`config.mk`:
```
export PLATFORM = sky130hd
export DESIGN_NAME = uart_packet_decoder_flat
export DESIGN_NICKNAME = d
export VERILOG_FILES = /design/src/rtl/uart_packet_decoder_if.sv /design/src/rtl/uart_packet_decoder.sv /design/src/flat_wrapper.sv
export SDC_FILE = /design/constraint.sdc
export NUM_CORES = 1
export LEC_CHECK = 0
export ABC_AREA = 1
export BUFFER_PORTS_ARGS = -buffer_cell sky130_fd_sc_hd__buf_2
export CORE_MARGIN = 10
export CORE_UTILIZATION = 44
export CTS_CLUSTER_SIZE = 40
export DETAILED_ROUTE_END_ITERATION = 6
export PLACE_DENSITY = 0.7
export SYNTH_ARGS = -nofsm -noshare
export SYNTH_HDL_FRONTEND = slang
export SYNTH_SLANG_ARGS = --single-unit
```
`constraint.sdc`:
```
create_clock -name clk -period 1.4 [get_ports clk]
set_input_delay 0.28 -clock clk [delete_from_list [all_inputs] [get_ports clk]]
set_output_delay 0.28 -clock clk [all_outputs]
set_load 0.02 [all_outputs]
```
`src/rtl/uart_packet_decoder_if.sv`:
```
// rtl/uart_packet_decoder_if.sv - byte-stream input and write-word handshake bundle for uart_packet_decoder
interface uart_packet_decoder_if;
    logic [7:0]  rx_data;
    logic        rx_valid;
    logic        wr_valid;
    logic        wr_ready;
    logic [9:0]  wr_addr;
    logic [11:0] wr_data;

    modport master (
        output rx_data, rx_valid, wr_ready,
        input  wr_valid, wr_addr, wr_data
    );

    modport slave (
        input  rx_data, rx_valid, wr_ready,
        output wr_valid, wr_addr, wr_data
    );
endinterface

```
`src/rtl/uart_packet_decoder.sv`:
```
// rtl/uart_packet_decoder.sv - frames uart_rx bytes into {addr,data} write words, dump requests and error reports
// Optional checksum byte after the payload is enabled by defining PKT_CHECKSUM_EN.
module uart_packet_decoder #(
    parameter logic [7:0] START_BYTE     = 8'hF5,
    parameter logic [7:0] STOP_BYTE      = 8'hFA,
    parameter logic [7:0] DUMP_BYTE      = 8'hF6,
    parameter int         TIMEOUT_CYCLES = 21700
) (
    input  logic                   clk,
    input  logic                   rst_n,
    uart_packet_decoder_if.slave   bus,
    output logic                   dump_req,
    output logic                   err_pulse,
    output logic [7:0]             err_count,
    output logic                   busy
);
    localparam logic [1:0] S_IDLE      = 2'd0;
    localparam logic [1:0] S_PAYLOAD   = 2'd1;
    localparam logic [1:0] S_WAIT_STOP = 2'd2;
`ifdef PKT_CHECKSUM_EN
    localparam logic [1:0] S_CKSUM     = 2'd3;
`endif

    localparam int              TMO_W    = $clog2(TIMEOUT_CYCLES + 1);
    localparam logic [TMO_W-1:0] TMO_LAST = TMO_W'(TIMEOUT_CYCLES - 1);
    localparam logic [TMO_W-1:0] TMO_ONE  = TMO_W'(1);

    logic [1:0]       state_q, state_d;
    logic [1:0]       cnt_q, cnt_d;
    logic [9:0]       addr_q, addr_d;
    logic [11:0]      data_q, data_d;
    logic [TMO_W-1:0] tmo_q, tmo_d;
    logic             wr_valid_q, wr_valid_d;
    logic [9:0]       wr_addr_q, wr_addr_d;
    logic [11:0]      wr_data_q, wr_data_d;
    logic             dump_q, dump_d;
    logic             err_q, err_d;
    logic [7:0]       err_cnt_q, err_cnt_d;
`ifdef PKT_CHECKSUM_EN
    logic [5:0]       csum_q, csum_d;
`endif

    logic       commit;
    logic       perr;
    logic       ovr;
    logic       hs;
    logic [7:0] rx;

    assign rx = bus.rx_data;

    always_comb begin
        state_d = state_q;
        cnt_d   = cnt_q;
        addr_d  = addr_q;
        data_d  = data_q;
        tmo_d   = tmo_q;
        dump_d  = 1'b0;
        commit  = 1'b0;
        perr    = 1'b0;
`ifdef PKT_CHECKSUM_EN
        csum_d  = csum_q;
`endif
        if (bus.rx_valid) begin
            tmo_d = '0;
            if (rx == START_BYTE) begin
                perr    = (state_q != S_IDLE);
                state_d = S_PAYLOAD;
                cnt_d   = 2'd0;
`ifdef PKT_CHECKSUM_EN
                csum_d  = 6'd0;
`endif
            end else if (rx == DUMP_BYTE) begin
                dump_d  = (state_q == S_IDLE);
                perr    = (state_q != S_IDLE);
                state_d = S_IDLE;
            end else if (rx[7:4] == 4'hF) begin
                // Every control-range byte ends the packet; only STOP after a full payload commits.
                if (rx == STOP_BYTE && state_q == S_WAIT_STOP) commit = 1'b1;
                else                                            perr   = 1'b1;
                state_d = S_IDLE;
            end else begin
                case (state_q)
                    S_PAYLOAD: begin
                        if (cnt_q[1] ? (rx[7:6] != 2'b00) : (rx[7:5] != 3'b000)) begin
                            perr    = 1'b1;
                            state_d = S_IDLE;
                        end else begin
                            case (cnt_q)
                                2'd0:    addr_d[9:5]  = rx[4:0];
                                2'd1:    addr_d[4:0]  = rx[4:0];
                                2'd2:    data_d[11:6] = rx[5:0];
                                default: data_d[5:0]  = rx[5:0];
                            endcase
                            cnt_d = cnt_q + 2'd1;
`ifdef PKT_CHECKSUM_EN
                            csum_d = csum_q ^ rx[5:0];
                            if (cnt_q == 2'd3) state_d = S_CKSUM;
`else
                            if (cnt_q == 2'd3) state_d = S_WAIT_STOP;
`endif
                        end
                    end
`ifdef PKT_CHECKSUM_EN
                    S_CKSUM: begin
                        if (rx[7:6] != 2'b00 || rx[5:0] != csum_q) begin
                            perr    = 1'b1;
                            state_d = S_IDLE;
                        end else begin
                            state_d = S_WAIT_STOP;
                        end
                    end
`endif
                    S_WAIT_STOP: begin
                        perr    = 1'b1;
                        state_d = S_IDLE;
                    end
                    default: ;
                endcase
            end
        end else if (state_q != S_IDLE) begin
            if (tmo_q == TMO_LAST) begin
                perr    = 1'b1;
                state_d = S_IDLE;
                tmo_d   = '0;
            end else begin
                tmo_d = tmo_q + TMO_ONE;
            end
        end
    end

    // Output word register runs independently so the parser can accept the next packet meanwhile.
    always_comb begin
        hs         = wr_valid_q & bus.wr_ready;
        ovr        = commit & wr_valid_q & ~bus.wr_ready;
        wr_valid_d = wr_valid_q & ~hs;
        wr_addr_d  = wr_addr_q;
        wr_data_d  = wr_data_q;
        if (commit && !ovr) begin
            wr_valid_d = 1'b1;
            wr_addr_d  = addr_q;
            wr_data_d  = data_q;
        end
        err_d     = perr | ovr;
        err_cnt_d = (err_d && err_cnt_q != 8'hFF) ? err_cnt_q + 8'd1 : err_cnt_q;
    end

    always_ff @(posedge clk or negedge rst_n) begin
        if (!rst_n) begin
            state_q    <= S_IDLE;
            cnt_q      <= 2'd0;
            addr_q     <= 10'd0;
            data_q     <= 12'd0;
            tmo_q      <= '0;
            wr_valid_q <= 1'b0;
            wr_addr_q  <= 10'd0;
            wr_data_q  <= 12'd0;
            dump_q     <= 1'b0;
            err_q      <= 1'b0;
            err_cnt_q  <= 8'd0;
`ifdef PKT_CHECKSUM_EN
            csum_q     <= 6'd0;
`endif
        end else begin
            state_q    <= state_d;
            cnt_q      <= cnt_d;
            addr_q     <= addr_d;
            data_q     <= data_d;
            tmo_q      <= tmo_d;
            wr_valid_q <= wr_valid_d;
            wr_addr_q  <= wr_addr_d;
            wr_data_q  <= wr_data_d;
            dump_q     <= dump_d;
            err_q      <= err_d;
            err_cnt_q  <= err_cnt_d;
`ifdef PKT_CHECKSUM_EN
            csum_q     <= csum_d;
`endif
        end
    end

    assign bus.wr_valid = wr_valid_q;
    assign bus.wr_addr  = wr_addr_q;
    assign bus.wr_data  = wr_data_q;
    assign dump_req     = dump_q;
    assign err_pulse    = err_q;
    assign err_count    = err_cnt_q;
    assign busy         = (state_q != S_IDLE);
endmodule
```
`src/flat_wrapper.sv`:
```
// flat-port wrapper written by rule: the top's interface ports become plain ports
module uart_packet_decoder_flat 
#(
    parameter logic [7:0] START_BYTE     = 8'hF5,
    parameter logic [7:0] STOP_BYTE      = 8'hFA,
    parameter logic [7:0] DUMP_BYTE      = 8'hF6,
    parameter int         TIMEOUT_CYCLES = 21700
)
  (clk, rst_n, dump_req, err_pulse, err_count, busy, bus_rx_data, bus_rx_valid, bus_wr_ready, bus_wr_valid, bus_wr_addr, bus_wr_data);
  uart_packet_decoder_if bus_i ();
  input  logic clk;
  input  logic rst_n;
  output logic dump_req;
  output logic err_pulse;
  output logic [7:0] err_count;
  output logic busy;
  input wire logic [$bits(bus_i.rx_data)-1:0] bus_rx_data;
  input wire logic [$bits(bus_i.rx_valid)-1:0] bus_rx_valid;
  input wire logic [$bits(bus_i.wr_ready)-1:0] bus_wr_ready;
  output wire logic [$bits(bus_i.wr_valid)-1:0] bus_wr_valid;
  output wire logic [$bits(bus_i.wr_addr)-1:0] bus_wr_addr;
  output wire logic [$bits(bus_i.wr_data)-1:0] bus_wr_data;
  assign bus_i.rx_data = bus_rx_data;
  assign bus_i.rx_valid = bus_rx_valid;
  assign bus_i.wr_ready = bus_wr_ready;
  assign bus_wr_valid = bus_i.wr_valid;
  assign bus_wr_addr = bus_i.wr_addr;
  assign bus_wr_data = bus_i.wr_data;
  uart_packet_decoder #(.START_BYTE(START_BYTE), .STOP_BYTE(STOP_BYTE), .DUMP_BYTE(DUMP_BYTE), .TIMEOUT_CYCLES(TIMEOUT_CYCLES)) u_core (.clk(clk), .rst_n(rst_n), .bus(bus_i), .dump_req(dump_req), .err_pulse(err_pulse), .err_count(err_count), .busy(busy));
endmodule
```
# After elaboration in Yosys (flattened, before gate mapping)
# Cells that the tools add are included.
[word_totals]
ff_bits = 74
out_inout_bits = 34
elab_cells = 99
[classes]
n_addsub = 3
eq_ne = 16
muxes = 36
bitwise_logic = 12
n_reduce_logical = 19
[ops]
columns = ["cell", "n"]
rows = [
  ["15-bit two-way mux", 3],
  ["7-bit AND reduction", 4],
  ["2-bit two-way mux", 13],
  ["8-bit == test, second input constant", 3],
  ["1-bit two-way mux", 18],
  ["15-bit by 1-bit adder with 15-bit output, second input constant", 1],
  ["15-bit == test, second input constant", 1],
  ["2-bit nonzero test", 5],
  ["8-bit by 1-bit adder with 8-bit output, second input constant", 1],
  ["8-bit inequality test, second input constant", 1],
  ["7-bit by 2-bit inequality test with 1-bit output, second input constant", 1],
  ["1-bit NOT", 7],
  ["2-bit == test, second input constant", 3],
  ["2-bit by 1-bit inequality test with 1-bit output, second input constant", 3],
  ["6-bit by 1-bit inequality test with 1-bit output, second input constant", 1],
  ["5-bit AND reduction", 1],
  ["1-bit bitwise AND", 4],
  ["2-bit by 1-bit == test with 1-bit output, second input constant", 2],
  ["4-bit == test, second input constant", 1],
  ["2-bit logical NOT", 2],
  ["2-bit case mux with 2 select lines", 1],
  ["4-bit AND reduction", 1],
  ["1-bit logical AND", 3],
  ["3-bit nonzero test", 1],
  ["other kinds (5)", 5],
]

# Depth between registers and ports, before layout
[depth]
word_depth = 12
depth_mapped = 12
mapped_depth_nobuf = 12

# Worst setup path after synthesis
# Ideal clock, no wire load.
[synth_timing]
path_kind = "reg2reg"
from = "reg u_core.state_q[0]"
to = "reg u_core.tmo_q[14]"
setup_ns = 0.119
t_arrival_ns = 1.582
setup_slack_ns = -0.301
stages_incl_launch_ff = 13
path_buffers = 0
period_less_slack_ns = 1.701
path_cell_list = "dfrtp_1 -> inv_1 -> ha_1 -> inv_1 -> nor2_2 -> inv_2 -> nand3_2 -> nor3_2 -> inv_2 -> nor2_4 -> nand3_1 -> nand2_1 -> nor2_1"
[synth_via]
elab_chain_cells = 2
[synth_rtl]
columns = ["element", "line", "rtl"]
rows = [
  ["start, declared", "uart_packet_decoder.sv:28", "logic [1:0] state_q, state_d;"],
  ["start signal, assigned", "uart_packet_decoder.sv:164", "state_q <= state_d;"],
  ["2-bit nonzero test", "n/a", ""],
  ["net busy", "flat_wrapper.sv:16", "output logic busy;"],
  ["2-bit nonzero test (no line)", "n/a", ""],
  ["end signal, assigned", "uart_packet_decoder.sv:168", "tmo_q <= tmo_d;"],
  ["end, declared", "uart_packet_decoder.sv:32", "logic [TMO_W-1:0] tmo_q, tmo_d;"],
]
# The timed path passes the listed nets, and every way through them passes these cells.
# A chain may end at the register's enable or synchronous reset.

# Final worst setup path
[layout_timing]
from = "reg u_core.state_q[0]"
to = "reg u_core.wr_data_q[8], in the netlist u_core.bus.wr_data[8]"
[layout_via]
elab_chain_cells = 11
[layout_rtl]
columns = ["element", "line", "rtl"]
rows = [
  ["2-bit == test (*)", "uart_packet_decoder.sv:78", "if (rx == STOP_BYTE && state_q == S_WAIT_STOP) commit = 1'b1;"],
  ["1-bit logical AND (*)", "uart_packet_decoder.sv:78", ""],
  ["1-bit two-way mux (*)", "uart_packet_decoder.sv:78", ""],
  ["1-bit two-way mux (*)", "uart_packet_decoder.sv:76", "end else if (rx[7:4] == 4'hF) begin"],
  ["1-bit two-way mux (*)", "uart_packet_decoder.sv:72", "end else if (rx == DUMP_BYTE) begin"],
  ["1-bit two-way mux (*)", "uart_packet_decoder.sv:65", "if (rx == START_BYTE) begin"],
  ["1-bit two-way mux (*)", "uart_packet_decoder.sv:63", "if (bus.rx_valid) begin"],
  ["1-bit bitwise AND (2 in a row)", "uart_packet_decoder.sv:134", "ovr = commit & wr_valid_q & ~bus.wr_ready;"],
  ["1-bit logical NOT", "uart_packet_decoder.sv:138", "if (commit && !ovr) begin"],
  ["1-bit logical AND (*)", "uart_packet_decoder.sv:138", ""],
  ["end signal, assigned", "uart_packet_decoder.sv:171", "wr_data_q <= wr_data_d;"],
  ["end, declared", "uart_packet_decoder.sv:35", "logic [11:0] wr_data_q, wr_data_d;"],
]
# Every way passes the cells marked *; elsewhere a longest branch is shown, timed or not.

==> metrics.yaml <==
detailed_routing:
  via_count: 3126
  wirelength_um: 9070
  ant_nets: 0
  dr.pass1.iters: 5
  via_per_inst: 4.99
  wl_met3_um: 516
  drtIter0Drc: 199
  highest_layer: "met4"
  met2_length_um: 4490
  wl_per_cell_um: 14.5
  drc: 0
  wl_met1_um: 3910
power:
  p_comb_frac: 0.151
  power_switching_mw: 1.27
  p_per_area_mw_per_mm2: 981
  sw_frac_of_total: 0.264
  peakVddDrop_uv: 666
  p_total_mw: 4.80
  clockPowerShare: 0.374
  leakagePower_nw: 2.55
  p_seq_frac: 0.475
  intPower_mw: 3.54
hold_path:
  hp-start: "bus_wr_ready"
  hold_path_class: "input pin to flop"
  holdPathStages: 4
  holdPathEnd: "u_core.bus.wr_valid"
critical_path:
  path_cells: "inv_2 > ha_2 > nand3_1 > nor2_1 > nand2_1 > nor2_2 > nand2_4 > inv_8 > clkbuf_16 > nand2_1 > nand2_1"
  cp_top_family: "simple AND/OR/NAND/NOR gates"
  critPathMostFrequentCell: "nand2_1"
  worstReg2RegEnd: "u_core.bus.wr_data[8]"
  crit_buf_inv: 3
  critPathSlowestCell: "dfrtp_1"
  crit_fanout: 5
  worst_setup_path_end_kind: "flop"
  reg2regPathDepth: 11
  crit_required_ns: 1.70
  crit_arrival_ns: 1.90
  reg2reg_slack_ns: -0.21
  rr_startpoint: "u_core.state_q[0]"
  cp-start-kind: "flop"
  critical_path_class: "flop to flop"
  cpPeakStageDelay_ns: 0.39
placed_design:
  hpwlAfterDp_um: 6010
  place_ws_ns: -0.247
  gp_congestion: 0.888
  io_buffers: 45
yosys:
  ys_seq_elements: 74
  synth_seq_area_share: 0.540
  synth_cell_types: 30
  ys_warn_count: 0
  synth_area_per_cell_um2: 8.46
  synthesis.area_mm2: 0.00343
  postSynthCellCount: 405
  syn_nets: 427
cells_and_area:
  syn_to_final_growth_pct: 42.7
  nFillCells: 633
  final_cell_mix: "138 x nand2_1, 72 x dfrtp_1, 44 x buf_4, 44 x buf_2, 24 x nor2_1"
  final_common_cell: "nand2_1"
  antenna_cells: 0
  multi_input_area_mm2: 0.00167
  final_nets: 542
  seq_area_mm2: 0.00185
  layout-drive-gt1-share: 0.365
floorplan:
  die_w_um: 108
  initial_core_util: 0.448
  core_mm2: 0.00765
  die_h_um: 108
  ios: 46
  dieArea_mm2: 0.0117
  core.rowCount: 32
grt:
  grt_pass1_vias: 3056
  grt_max_degree: 75
  grt_overflow: 0
  antenna_found_initial: 0
  track_usage: 0.152
  grt_first_pass_wirelength_um: 14400
clock_network:
  cts_tree: "built"
  clk_latency_ns: 0.35
  htreeDepth: 3
  clk_pin_slew_worst_paths_ns: 0.08
  cts_root_buffer: "clkbuf_8"
  clk_path_buf_depth: 2
  numCtsBuffers: 9
  cts_sinks: 74
timing:
  drv_slew: 0
  fin_skew_ns: 0.00454
  max_slew_margin: 0.733
  hold_viol: 0
  min_period_over_period: 1.15
  fin_tns_setup_ns: -6.95
  fin_crit_ns: 1.61
  clock.fmax_mhz: 623
  setup_ws_ns: -0.205
  setup_viol: 47
  rsz0062_at_grt: "true"
  tightest_slew_ns: 0.401
status:
  outcome: "finished, violations left"
  violations: "setup timing"
run:
  cap_violations: 0
-- final cells by class --
class,instances,share of cell area
clock buffers,11,0.0268
clock inverters,4,0.0159
inverters,36,0.0312
multi-input cells,289,0.341
flip-flops and latches,74,0.379
well taps,102,0.0261
repair buffers,110,0.180
-- worst max-delay path by stage --
stage               slack, ns               endpoint  cells past startpoint               from
floorplan               -0.17       u_core.tmo_q[14]                     12  u_core.state_q[1]
global placement        -0.21       u_core.tmo_q[14]                     13  u_core.state_q[0]
detailed placement      -0.25       u_core.tmo_q[14]                     13  u_core.state_q[0]
CTS                     -0.20                   busy                      6  u_core.state_q[0]
global route            -0.31    u_core.err_count[0]                     12  u_core.state_q[0]
finish                  -0.21  u_core.bus.wr_data[8]                     11  u_core.state_q[0]
-- timing repair --
action	4_1_cts	5_1_grt
pin swaps	10	11
buffers inserted	6	8
hold endpoints to repair	74	0
setup endpoints to repair	70	72
gates cloned	0	3
resized for setup	32	48
hold buffers	1	0
-- cell usage after synthesis (all sizes together) --
cell type,n,area [um^2]
o22ai,1,6.26
nor3,9,60.1
xnor2,1,8.76
nor4,1,6.26
nand4,3,18.8
xor2,9,78.8
o21ai,35,186
a211oi,1,7.51
o311a,1,10.0
dfrtp,74,1850
clkbuf,2,7.51
inv,36,135
or2,1,6.26
o21bai,1,7.51
buf,4,25.0
ha,10,125
a21oi,4,20.0
nand2,155,594
nor2,32,138
nand3,25,135
-- worst min-delay path, delay by kind of cell --
kind | cells | cell delay [ns]
buffers and inverters | 2 | 0.19
AND/OR/NAND/NOR | 2 | 0.13
-- power groups by stage --
| stage | Combinational (mW) | Sequential [mW] | Clock [mW] |
|---|---|---|---|
| 2_1_floorplan | 0.240 | 2.35 | 0 |
| 3_3_place_gp | 0.557 | 2.31 | 0 |
| 3_5_place_dp | 0.570 | 2.31 | 0 |
| 4_1_cts | 0.654 | 2.28 | 1.83 |
| 5_1_grt | 0.796 | 2.29 | 1.93 |
| 6_report | 0.724 | 2.28 | 1.80 |
-- sequential cells by signal (all words and copies together), names as in the netlist --
| signal | flops |
|---|---|
| u_core.bus.wr_addr | 10 |
| u_core.bus.wr_data | 12 |
| u_core.tmo_q | 15 |
| u_core.cnt_q | 2 |
| u_core.addr_q | 10 |
| u_core.state_q | 2 |
| u_core.data_q | 12 |
| u_core.bus.wr_valid | 1 |
| u_core.dump_req | 1 |
| u_core.err_count | 8 |
| u_core.err_pulse | 1 |
-- cells by family (layout without fill, tap and decap cells) --
family,count (synthesis),after routing,share of synthesized area
AO/OA/AOI/OAI,43,43,0.0693
XOR/XNOR,10,10,0.0255
adder cells (fa/ha/maj),10,10,0.0365
buffers and inverters,42,161,0.0489
flip-flops,74,74,0.540
AND/OR/NAND/NOR,226,226,0.280
-- routing by layer --
| metal | track usage | vias to the layer above |
|---|---|---|
| li1 | - | 1516 |
| met1 | 0.188 | 1511 |
| met2 | 0.244 | 80 |
| met3 | 0.0369 | 19 |
| met4 | 0.0753 | 0 |
| met5 | 0 | - |
-- per-stage QoR --
step | cells | cell area, um^2 | hold WS, ns | utilization
after floorplan | 405 | 3490 | -0.0156 | -
after global placement | 594 | 4220 | 0.339 | 0.552
after detailed placement | 594 | 4220 | 0.343 | 0.552
after CTS | 615 | 4610 | 0.227 | 0.602
after global routing | 626 | 4890 | 0.271 | 0.640
final | 626 | 4890 | 0.281 | 0.640
No activity file was read; power rests on OpenSTA's default activity.
